`src/rtl/register_bank.sv`:
```
// Architectural register storage for the EV22 core: 35-entry register map,
// main and Working_Register write ports, synchronized input ports and change pulse.
module register_bank #(
    parameter int                 DATA_W    = 16,
    parameter logic [DATA_W-1:0]  RESET_VAL = '0
) (
    input  logic              clk,
    input  logic              rst_n,
    input  logic              Wr_En,
    input  logic [5:0]        Wr_Sel,
    input  logic [DATA_W-1:0] Wr_Data,
    input  logic              W_Wr_En,
    input  logic [DATA_W-1:0] W_Wr_Data,
    input  logic [DATA_W-1:0] PI0_In,
    input  logic [DATA_W-1:0] PI1_In,
    output logic [DATA_W-1:0] r0,
    output logic [DATA_W-1:0] r1,
    output logic [DATA_W-1:0] r2,
    output logic [DATA_W-1:0] r3,
    output logic [DATA_W-1:0] r4,
    output logic [DATA_W-1:0] r5,
    output logic [DATA_W-1:0] r6,
    output logic [DATA_W-1:0] r7,
    output logic [DATA_W-1:0] r8,
    output logic [DATA_W-1:0] r9,
    output logic [DATA_W-1:0] r10,
    output logic [DATA_W-1:0] r11,
    output logic [DATA_W-1:0] r12,
    output logic [DATA_W-1:0] r13,
    output logic [DATA_W-1:0] r14,
    output logic [DATA_W-1:0] r15,
    output logic [DATA_W-1:0] r16,
    output logic [DATA_W-1:0] r17,
    output logic [DATA_W-1:0] r18,
    output logic [DATA_W-1:0] r19,
    output logic [DATA_W-1:0] r20,
    output logic [DATA_W-1:0] r21,
    output logic [DATA_W-1:0] r22,
    output logic [DATA_W-1:0] r23,
    output logic [DATA_W-1:0] r24,
    output logic [DATA_W-1:0] r25,
    output logic [DATA_W-1:0] r26,
    output logic [DATA_W-1:0] r27,
    output logic [DATA_W-1:0] r28,
    output logic [DATA_W-1:0] r29,
    output logic [DATA_W-1:0] Output_Port_0,
    output logic [DATA_W-1:0] Output_Port_1,
    output logic [DATA_W-1:0] r32,
    output logic [DATA_W-1:0] r33,
    output logic [DATA_W-1:0] Working_Register,
    output logic              updateBlock,
    output logic              Wr_Err
);

    localparam int NUM_REGS = 35;

    // Slots 28/29 hold the second synchronizer stage so r28/r29 share the map.
    logic [DATA_W-1:0] bank_reg  [0:NUM_REGS-1];
    logic [DATA_W-1:0] bank_next [0:NUM_REGS-1];
    logic [DATA_W-1:0] sync1_reg [0:1];
    logic [DATA_W-1:0] hist_reg  [0:1];
    logic [1:0]        settle_reg;
    logic              update_reg;
    logic              wr_err_reg;

    logic wr_ok;
    logic pi_change;
    logic pi_event;

    assign wr_ok = Wr_En && ((Wr_Sel <= 6'd27) || ((Wr_Sel >= 6'd30) && (Wr_Sel <= 6'd34)));

    generate
        for (genvar gi = 0; gi < NUM_REGS; gi++) begin : g_next
            if (gi == 28) begin : g_pi0
                assign bank_next[gi] = sync1_reg[0];
            end else if (gi == 29) begin : g_pi1
                assign bank_next[gi] = sync1_reg[1];
            end else if (gi == 34) begin : g_wreg
                // Main port has priority over the dedicated Working_Register port.
                assign bank_next[gi] = (wr_ok && (Wr_Sel == 6'(gi))) ? Wr_Data :
                                       W_Wr_En                       ? W_Wr_Data :
                                                                       bank_reg[gi];
            end else begin : g_gpr
                assign bank_next[gi] = (wr_ok && (Wr_Sel == 6'(gi))) ? Wr_Data : bank_reg[gi];
            end
        end
    endgenerate

    assign pi_change = (bank_reg[28] != hist_reg[0]) || (bank_reg[29] != hist_reg[1]);
    // Input-port events are masked until the synchronizer and history have
    // flushed after reset, so release never produces a spurious pulse.
    assign pi_event  = pi_change && (settle_reg == 2'd3);

    always_ff @(posedge clk or negedge rst_n) begin
        if (!rst_n) begin
            for (int i = 0; i < NUM_REGS; i++) begin
                bank_reg[i] <= RESET_VAL;
            end
            sync1_reg[0] <= RESET_VAL;
            sync1_reg[1] <= RESET_VAL;
            hist_reg[0]  <= RESET_VAL;
            hist_reg[1]  <= RESET_VAL;
            settle_reg   <= 2'd0;
            update_reg   <= 1'b0;
            wr_err_reg   <= 1'b0;
        end else begin
            bank_reg     <= bank_next;
            sync1_reg[0] <= PI0_In;
            sync1_reg[1] <= PI1_In;
            hist_reg[0]  <= bank_reg[28];
            hist_reg[1]  <= bank_reg[29];
            if (settle_reg != 2'd3) begin
                settle_reg <= settle_reg + 2'd1;
            end
            update_reg   <= wr_ok || W_Wr_En || pi_event;
            wr_err_reg   <= Wr_En && !wr_ok;
        end
    end

    assign r0  = bank_reg[0];
    assign r1  = bank_reg[1];
    assign r2  = bank_reg[2];
    assign r3  = bank_reg[3];
    assign r4  = bank_reg[4];
    assign r5  = bank_reg[5];
    assign r6  = bank_reg[6];
    assign r7  = bank_reg[7];
    assign r8  = bank_reg[8];
    assign r9  = bank_reg[9];
    assign r10 = bank_reg[10];
    assign r11 = bank_reg[11];
    assign r12 = bank_reg[12];
    assign r13 = bank_reg[13];
    assign r14 = bank_reg[14];
    assign r15 = bank_reg[15];
    assign r16 = bank_reg[16];
    assign r17 = bank_reg[17];
    assign r18 = bank_reg[18];
    assign r19 = bank_reg[19];
    assign r20 = bank_reg[20];
    assign r21 = bank_reg[21];
    assign r22 = bank_reg[22];
    assign r23 = bank_reg[23];
    assign r24 = bank_reg[24];
    assign r25 = bank_reg[25];
    assign r26 = bank_reg[26];
    assign r27 = bank_reg[27];
    assign r28 = bank_reg[28];
    assign r29 = bank_reg[29];
    assign Output_Port_0    = bank_reg[30];
    assign Output_Port_1    = bank_reg[31];
    assign r32              = bank_reg[32];
    assign r33              = bank_reg[33];
    assign Working_Register = bank_reg[34];
    assign updateBlock      = update_reg;
    assign Wr_Err           = wr_err_reg;

endmodule

```
`config.mk`:
```
export PLATFORM = sky130hd
export DESIGN_NAME = register_bank
export DESIGN_NICKNAME = d
export VERILOG_FILES = /design/src/rtl/register_bank.sv
export SDC_FILE = /design/constraint.sdc
export NUM_CORES = 1
export LEC_CHECK = 0
export CAP_MARGIN = 20
export CELL_PAD_IN_SITES_DETAIL_PLACEMENT = 1
export CELL_PAD_IN_SITES_GLOBAL_PLACEMENT = 2
export CORE_MARGIN = 3
export CORE_UTILIZATION = 36
export DETAILED_ROUTE_END_ITERATION = 16
export PLACE_DENSITY_LB_ADDON = 0.1
export SLEW_MARGIN = 10
export SYNTH_ARGS = -nofsm -noshare
export SYNTH_HDL_FRONTEND = slang
export SYNTH_SLANG_ARGS = --single-unit
```
`constraint.sdc`:
```
create_clock -name clk -period 3.1 [get_ports clk]
set_input_delay 0.31 -clock clk [delete_from_list [all_inputs] [get_ports clk]]
set_output_delay 0.31 -clock clk [all_outputs]
set_load 0.02 [all_outputs]
```
## Word-level counts from Yosys, hierarchy flattened

Cells that the tools add are included.

| storage, ports and cells | value |
|---|---|
| input port bits | 74 |
| output and inout bits | 562 |
| bits in registers | 628 |
| word-level logic and storage cells | 128 |

| operators by class | value |
|---|---|
| multiplexer cells | 2 |
| eq/ne operators | 36 |
| add/subtract/negate cells | 1 |
| reduce and logical (&&, ||, !) cells | 44 |
| order comparisons | 3 |

Operators with widths:

| kind | number |
|---|---|
| $eq 6x5->1 const B | 14 |
| $eq 6x4->1 const B | 8 |
| $logic_and 1x1->1 | 37 |
| $mux 16 | 2 |
| $ne 16x16->1 | 2 |
| $eq 6x3->1 const B | 4 |
| $eq 6x6->1 const B | 3 |
| $eq 6x2->1 const B | 2 |
| $eq 6x1->1 const B | 1 |
| $ge 6x5->1 const B | 1 |
| $le 6x5->1 const B | 1 |
| $le 6x6->1 const B | 1 |
| $logic_not 6->1 | 1 |
| $logic_or 1x1->1 | 4 |
| $add 2x1->2 const B | 1 |
| $eq 2x2->1 const B | 1 |
| $ne 2x2->1 const B | 1 |
| $reduce_bool 2->1 | 1 |
| $logic_not 1->1 | 1 |

## Logic depth before layout (Yosys ltp)

Gate-level depths: netlist of run 1.

| logic depth | value |
|---|---|
| word-level depth | 6 |
| depth in mapped cells | 7 |
| mapped depth without buffers | 5 |

## Worst setup path before layout of run 1

No wires, ideal clock.

| path | value |
|---|---|
| path type | input -> register |
| start | input port Wr_Sel[0] |
| end | register bank_reg (netlist bit r24[10]) |
| required time | 2.975 ns |
| setup time | 0.125 ns |
| arrival | 1.707 ns |
| buffers on the path | 4 |
| setup slack | 1.268 ns |
| cell stages on the path | 7 |
| path through | buf_2 > nand2b_1 > clkbuf_1 > or2_1 > buf_2 > buf_6 > mux2_2 |

| on the way | value |
|---|---|
| longest elaborated chain between the ends | 5 |
| elaborated cells on any way between the ends | 8 |
| classes of those cells | order compare (3); eq/ne (1); reduce/logical (4) |

Ends and longest elaborated chain:

| item | line | source |
|---|---|---|
| start, declared | 10 | `input logic [5:0] Wr_Sel,` |
| $ge 6x5->1 / $le 6x6->1 (equally long branches) | 70 | `assign wr_ok = Wr_En && ((Wr_Sel <= 6'd27) \|\| ((Wr_Sel >= 6'd30) && (Wr_Sel <= 6'd34)));` |
| $logic_and 1x1->1 | 70 |  |
| $logic_or 1x1->1 | 70 |  |
| $logic_and 1x1->1 | 70 |  |
| $logic_and 1x1->1 * | 84 | `assign bank_next[gi] = (wr_ok && (Wr_Sel == 6'(gi))) ? Wr_Data : bank_reg[gi];` |
| end signal, assigned | 107 | `bank_reg <= bank_next;` |
| end, declared | 58 | `logic [DATA_W-1:0] bank_reg [0:NUM_REGS-1];` |

Mark *: on every way between the ends. The rest lies on a longest branch, timed or not.
A chain may end at the register's enable or synchronous reset.

## Worst setup path in the final report of run 1

| path | value |
|---|---|
| start | register bank_reg (netlist bit r10[0]) |
| end | output port r10[0] |

RTL lines:

| item | line | source |
|---|---|---|
| end, declared | 26 | `output logic [DATA_W-1:0] r10,` |

No word-level cell between the ends.

==> results of run 1 <==
routing by layer:
layer	wire (microns)	share of wire, %
met4	3160	3.9
met5	46	0.056
met3	7220	8.8
met2	40200	49
met1	31200	38
where the power goes:
| group | switching (W) | internal (W) |
|---|---|---|
| clock | 0.00344 | 0.00515 |
| sequential | 0.000521 | 0.00917 |
| combinational | 0.00261 | 0.00233 |
| total | 0.00657 | 0.0167 |
cells in the mapped netlist, types with 2 or more instances:
master,count
nor2_4,2
buf_2,30
nand4_1,4
nand2_2,5
xor2_1,32
nor4_1,8
nor2_2,9
a21oi_1,16
nor3_4,3
buf_1,2
mux2i_1,16
dfrtp_1,628
o21ai_0,2
buf_6,6
nor3b_4,2
buf_4,5
nor2_1,19
nor3_2,2
and3b_1,2
nand2b_1,3
nand2_1,16
nand3_1,2
nand3_2,2
clkbuf_1,52
mux2_2,508
mux2_1,5
cell usage in the layout (no fill, tap or decap), types with 3 or more instances in the layout:
cell	instances
mux2i_1	16
xor2_1	32
nor4_1	8
mux2_2	508
buf_12	7
buf_4	53
inv_6	4
bufinv_16	7
nand2_2	5
a21oi_1	16
dfrtp_1	628
nor2_2	9
mux2_1	5
clkbuf_1	14
diode_2	3
nand4_1	4
clkbuf_8	16
nand2_1	16
nor2_1	19
clkinv_8	3
nand2b_1	3
clkbuf_16	70
buf_2	15
nor3_4	3
clkdlybuf4s50_1	619
clkinv_2	6
cell type report:
class,count,area (sq um)
antenna,3,7.51
clock inverter,21,344
clock buffer,100,2020
sequential,628,15700
tap,846,1060
fill,6016,30300
timing repair buffer,696,6830
multi-input combinational,669,6890
through the flow:
| step | setup slack, ns | area [sq um] | total power [W] | hold WS [ns] |
|---|---|---|---|---|
| finish | 1.08 | 32900 | 0.0232 | 0.137 |
| global route | 0.956 | 32900 | 0.0242 | 0.103 |
| CTS | 1.03 | 32900 | 0.0236 | 0.0938 |
| detailed placement | 0.440 | 30500 | 0.0148 | 0.336 |
| global placement | 0.498 | 30500 | 0.0147 | 0.333 |
| floorplan | 1.27 | 23100 | 0.0119 | 0.0144 |
cells by family (layout without fill, tap and decap cells):
family | Yosys count | after routing | share of synthesized area, %
xor gates and xnor gates | 33 | 33 | 1.25
buffers and inverters | 95 | 817 | 1.99
and+or+nand+nor | 85 | 85 | 2.33
other | 0 | 3 | 0
AOI/OAI and AO/OA | 21 | 21 | 0.488
adders and majority gates | 1 | 1 | 0.0542
DFF | 628 | 628 | 68.1
muxes | 529 | 529 | 25.7
worst max-delay path by stage:
stage | startpoint | to | slack (ns) | cells after the start
2_1_floorplan | Wr_Sel[0] | r24[10] | 1.27 | 7
3_3_place_gp | Wr_Sel[1] | r16[8] | 0.50 | 5
6_report | r10[0] | r10[0] | 1.08 | 1
3_5_place_dp | Wr_Sel[1] | r16[7] | 0.44 | 5
4_1_cts | r10[0] | r10[0] | 1.03 | 1
5_1_grt | Wr_Sel[1] | r2[0] | 0.96 | 6
==> out/metrics.yaml, run 1 <==
cp_top_family: "buffers and inverters"
grt_first_pass_wirelength_microns: 117000
post_drt_via_cell_ratio: 4.86
yosysSeqAreaShare_pct: 68.1
cts_tree: "done"
period_share_pct: 65.2
power_density_mw_per_mm2: 706
utilization_pct: 52.0
slew-limit-headroom_pct: 33.8
holdBufCountCts: 1
syn_area_sq_mm: 0.0231
dp_hpwl_microns: 58300
grtUsageMet3_pct: 9.12
synthArstFlopShare_pct: 100
holdPathStages: 1
routed_wl_microns: 81900
first_global_vias: 15800
synthToLayoutAreaGrowth_pct: 42.5
required_ns: 2.79
clock_latency_ns: 0.61
antenna_found_initial: 4
report.final.slew_viol_count: 0
hold_path_end: "bank_next[109]"
portBuffers: 635
rsz0062_at_grt: "no"
die_x_microns: 259
crit_slowest_cell: "clkdlybuf4s50_1"
grt_max_degree: 83
root_buffer: "clkbuf_16"
finalClockSkew_ns: 0.0201
setup_viol: 0
design.die.area_sq_mm: 0.0671
synth_top_area_cell: "dfrtp_1"
cts_made_buffers: 70
vias: 14400
grt.met1_usage_pct: 27.9
crit_type: "reg -> out"
r2r_start: "r28[6]"
rows: 92
ir_drop_mv: 0.436
synth.distinct_cells: 37
antenna_left: 0
cp.buffers_inverters: 1
wl_per_cell_microns: 27.6
yosysWarnings: 0
place.gp.congestion: 0.827
synth.top_cells.by_area: "dfrtp_1, mux2_2, xor2_1"
critPathMaxFanout: 2
outcome: "finished, final reports clean"
final_layout_size_suffix_gt1_share_pct: 33.9
top_usage_layer: "met2"
overflow: 0
r2r_cells: 5
dr.pass1.iters: 4
post_cts_buffers: 0
placed_cells: 2838
max_cap_violations: 0
worst_slew_pin_slew_ns: 0.993
r2r_slack_ns: 1.39
synth_flop_cell: "dfrtp_1"
grt_use_total_pct: 24.2
clkTransAtPathRegs_ns: 0.06
avgSynthCellArea_sq_um: 16.6
synth_edf_count: 0
fin_cells: 2963
clock_sinks: 628
cts_buffer_depth: 3
fin_setup_tns_ns: 0
drtIter0Drc: 586
clock.fmax_mhz: 495
start_util_pct: 36.5
die_h_microns: 259
crit_chain: "clkdlybuf4s50_1"
htreeDepth: 3
p_leak_nw: 15.1
hold_path_class: "in -> reg"
synth_seq_cells: 628
nets: 2140
drcViolationCount: 0
period_minus_slack_ns: 2.02
synthesis.nets: 1467
min_from: "PI0_In[13]"
start_kind: "register"
coreArea_sq_mm: 0.0632
synth_top_cell_area_share_pct: 68.1
gr-usage-met2_pct: 40.8
r2r_end: "updateBlock"
ioPinCount: 636
cts_resized: 0
syn_inst: 1392
slowest_delay_ns: 0.76
worst_ep_arrival_time_ns: 1.71
end_kind: "primary output"
hold_viol_final: 0
Note: power is estimated with default switching activity, not from simulation.
==> run 2: changes to the inputs <==
Settings changed: CORE_UTILIZATION 36 to 33.
Clock period 3.1 ns to 1.97 ns, I/O delays scaled along.
==> run 2 against run 1 <==
  * Routed wire length increased by 3.1%
  * Sequential share of layout area shrank 1.7 points
  * Global-route usage is 1.3 points lower
  * Clock skew is 0.0037 ns higher
  * Sequential cell count unchanged
  * Register-to-register slack got worse by 1.1 ns
  * Largest cell class unchanged
  * Largest power group unchanged
==> out/metrics.yaml, run 2 (same netlist as run 1, synthesis figures left out) <==
cts_tree: "done"
slowest_delay_ns: 0.76
start_util_pct: 33.4
placed_cells: 2977
ioPinCount: 636
grtUsageMet3_pct: 7.23
cts_buffer_depth: 3
drcViolationCount: 0
outcome: "finished, final reports clean"
design.die.area_sq_mm: 0.0731
wl_per_cell_microns: 27.1
nets: 2205
clock_sinks: 628
dp_hpwl_microns: 60800
worst_ep_arrival_time_ns: 1.72
antenna_found_initial: 8
min_from: "PI0_In[13]"
antenna_left: 0
place_ws_ns: -0.386
cts_made_buffers: 74
hold_viol_final: 0
crit_type: "reg -> out"
p_leak_nw: 15.6
drtIter0Drc: 634
portBuffers: 635
place.gp.congestion: 0.810
slew-limit-headroom_pct: 38.8
grt_max_degree: 86
htreeDepth: 3
final_cell_mix: "dfrtp_1, clkdlybuf4s50_1, mux2_2, clkbuf_16, buf_4"
die_x_microns: 270
crit_slowest_cell: "clkdlybuf4s50_1"
clock_latency_ns: 0.61
grt_first_pass_wirelength_microns: 122000
fin_cells: 3122
top_usage_layer: "met2"
report.final.slew_viol_count: 0
fillers: 6735
fin_ws_ns: 0.0571
final_layout_size_suffix_gt1_share_pct: 35.6
worst_slew_pin_slew_ns: 0.918
gr-usage-met2_pct: 39.3
die_h_microns: 270
first_global_vias: 16300
max_cap_violations: 0
root_buffer: "clkbuf_16"
cp_top_family: "buffers and inverters"
post_cts_buffers: 0
critPathMaxFanout: 2
period_minus_slack_ns: 1.91
rows: 96
hold_path_class: "in -> reg"
setup_viol: 0
r2r_start: "r29[5]"
start_kind: "register"
overflow: 0
cp.buffers_inverters: 1
dr.pass1.iters: 4
grt.met1_usage_pct: 27.7
routed_wl_microns: 84500
required_ns: 1.77
post_drt_via_cell_ratio: 4.72
clock.fmax_mhz: 523
ir_drop_mv: 0.548
finalClockSkew_ns: 0.0239
crit_path_start: "r10[0]"
power_density_mw_per_mm2: 1080
coreArea_sq_mm: 0.0689
vias: 14700
crit_chain: "clkdlybuf4s50_1"
clkTransAtPathRegs_ns: 0.06
grt_use_total_pct: 22.9
period_share_pct: 97.1
end_kind: "primary output"
layout_commonest_cell: "dfrtp_1"
synthToLayoutAreaGrowth_pct: 47.8
rsz0062_at_grt: "no"
==> run 2: cell types whose count changed in the layout (fill, tap and decap cells not counted), sizes merged, moves of 3 or more <==
cell           change
buf               +55
clkbuf            +12
dlygate4sd3        +7
bufinv             -4
clkdlybuf4s50      -3
clkinv             +3
==> run 2: per-layer routing <==
metal / wire length [microns] / up-vias
met2: 42100 / 450
met4: 1990 / 10
li1: - / 6320
met1: 34200 / 7870
met3: 6100 / 96
met5: 75 / -
==> run 2: final cells by class <==
cell class	instances	area [sq um]	area share [%]
flip-flops and latches	628	15700	46.1
multi-input cells	669	6890	20.2
clock inverters	22	233	0.683
repair buffers	757	7870	23.1
well taps	931	1160	3.42
clock buffers	112	2210	6.48
diodes	3	7.51	0.0220
==> run 2: worst register-to-register path: cells and delay by family, from the launching register on <==
kind / cells / cell delay, ns
flip-flops: 1 / 0.41
XOR/XNOR: 1 / 0.15
AO/OA/AOI/OAI: 1 / 0.26
AND/OR/NAND/NOR: 3 / 0.76
==> run 2: timing repair <==
| item | in CTS | in global routing |
|---|---|---|
| hold buffers | 8 | 0 |
| endpoints found under the setup margin | 2 | 0 |
| gates resized for setup | 2 | 0 |
| endpoints found under the hold margin | 259 | 0 |
==> run 2: through the flow <==
stage	cell area (sq um)	setup TNS [ns]	hold WS (ns)	total power [W]	util [%]
floorplan	23100	0	-0.0986	0.0187	-
global placement	31600	-94.88	0.159	0.0234	45.8
detailed placement	31600	-97.45	0.160	0.0235	45.8
CTS	34100	0	0.000238	0.0374	49.4
global route	34100	0	0.0123	0.0384	49.4
finish	34100	0	0.0423	0.0368	49.4
==> run 2: power by group <==
group	internal (W)	switching, W	total, W
sequential	0.0144	0.000840	0.0153
clock	0.00818	0.00542	0.0136
combinational	0.00378	0.00414	0.00792
==> run 2: path summary, 6_finish.rpt <==
path | end | slack [ns] | depth (start not counted)
worst max register to register | updateBlock | 0.29 | 5
worst max-delay path | r10[0] | 0.06 | 1
max in group asynchronous | r10[9] | 0.91 | 3
worst min register to register | r29[3] | 0.34 | 0
min in group asynchronous | hist_reg[8] | 0.12 | 2
worst min-delay path | bank_next[109] | 0.04 | 1
==> run 3: changes to the inputs <==
Settings changed: TNS_END_PERCENT set to 1.
==> results of run 3 <==
The final DEF is identical to that of run 2; final timing and power are the same.
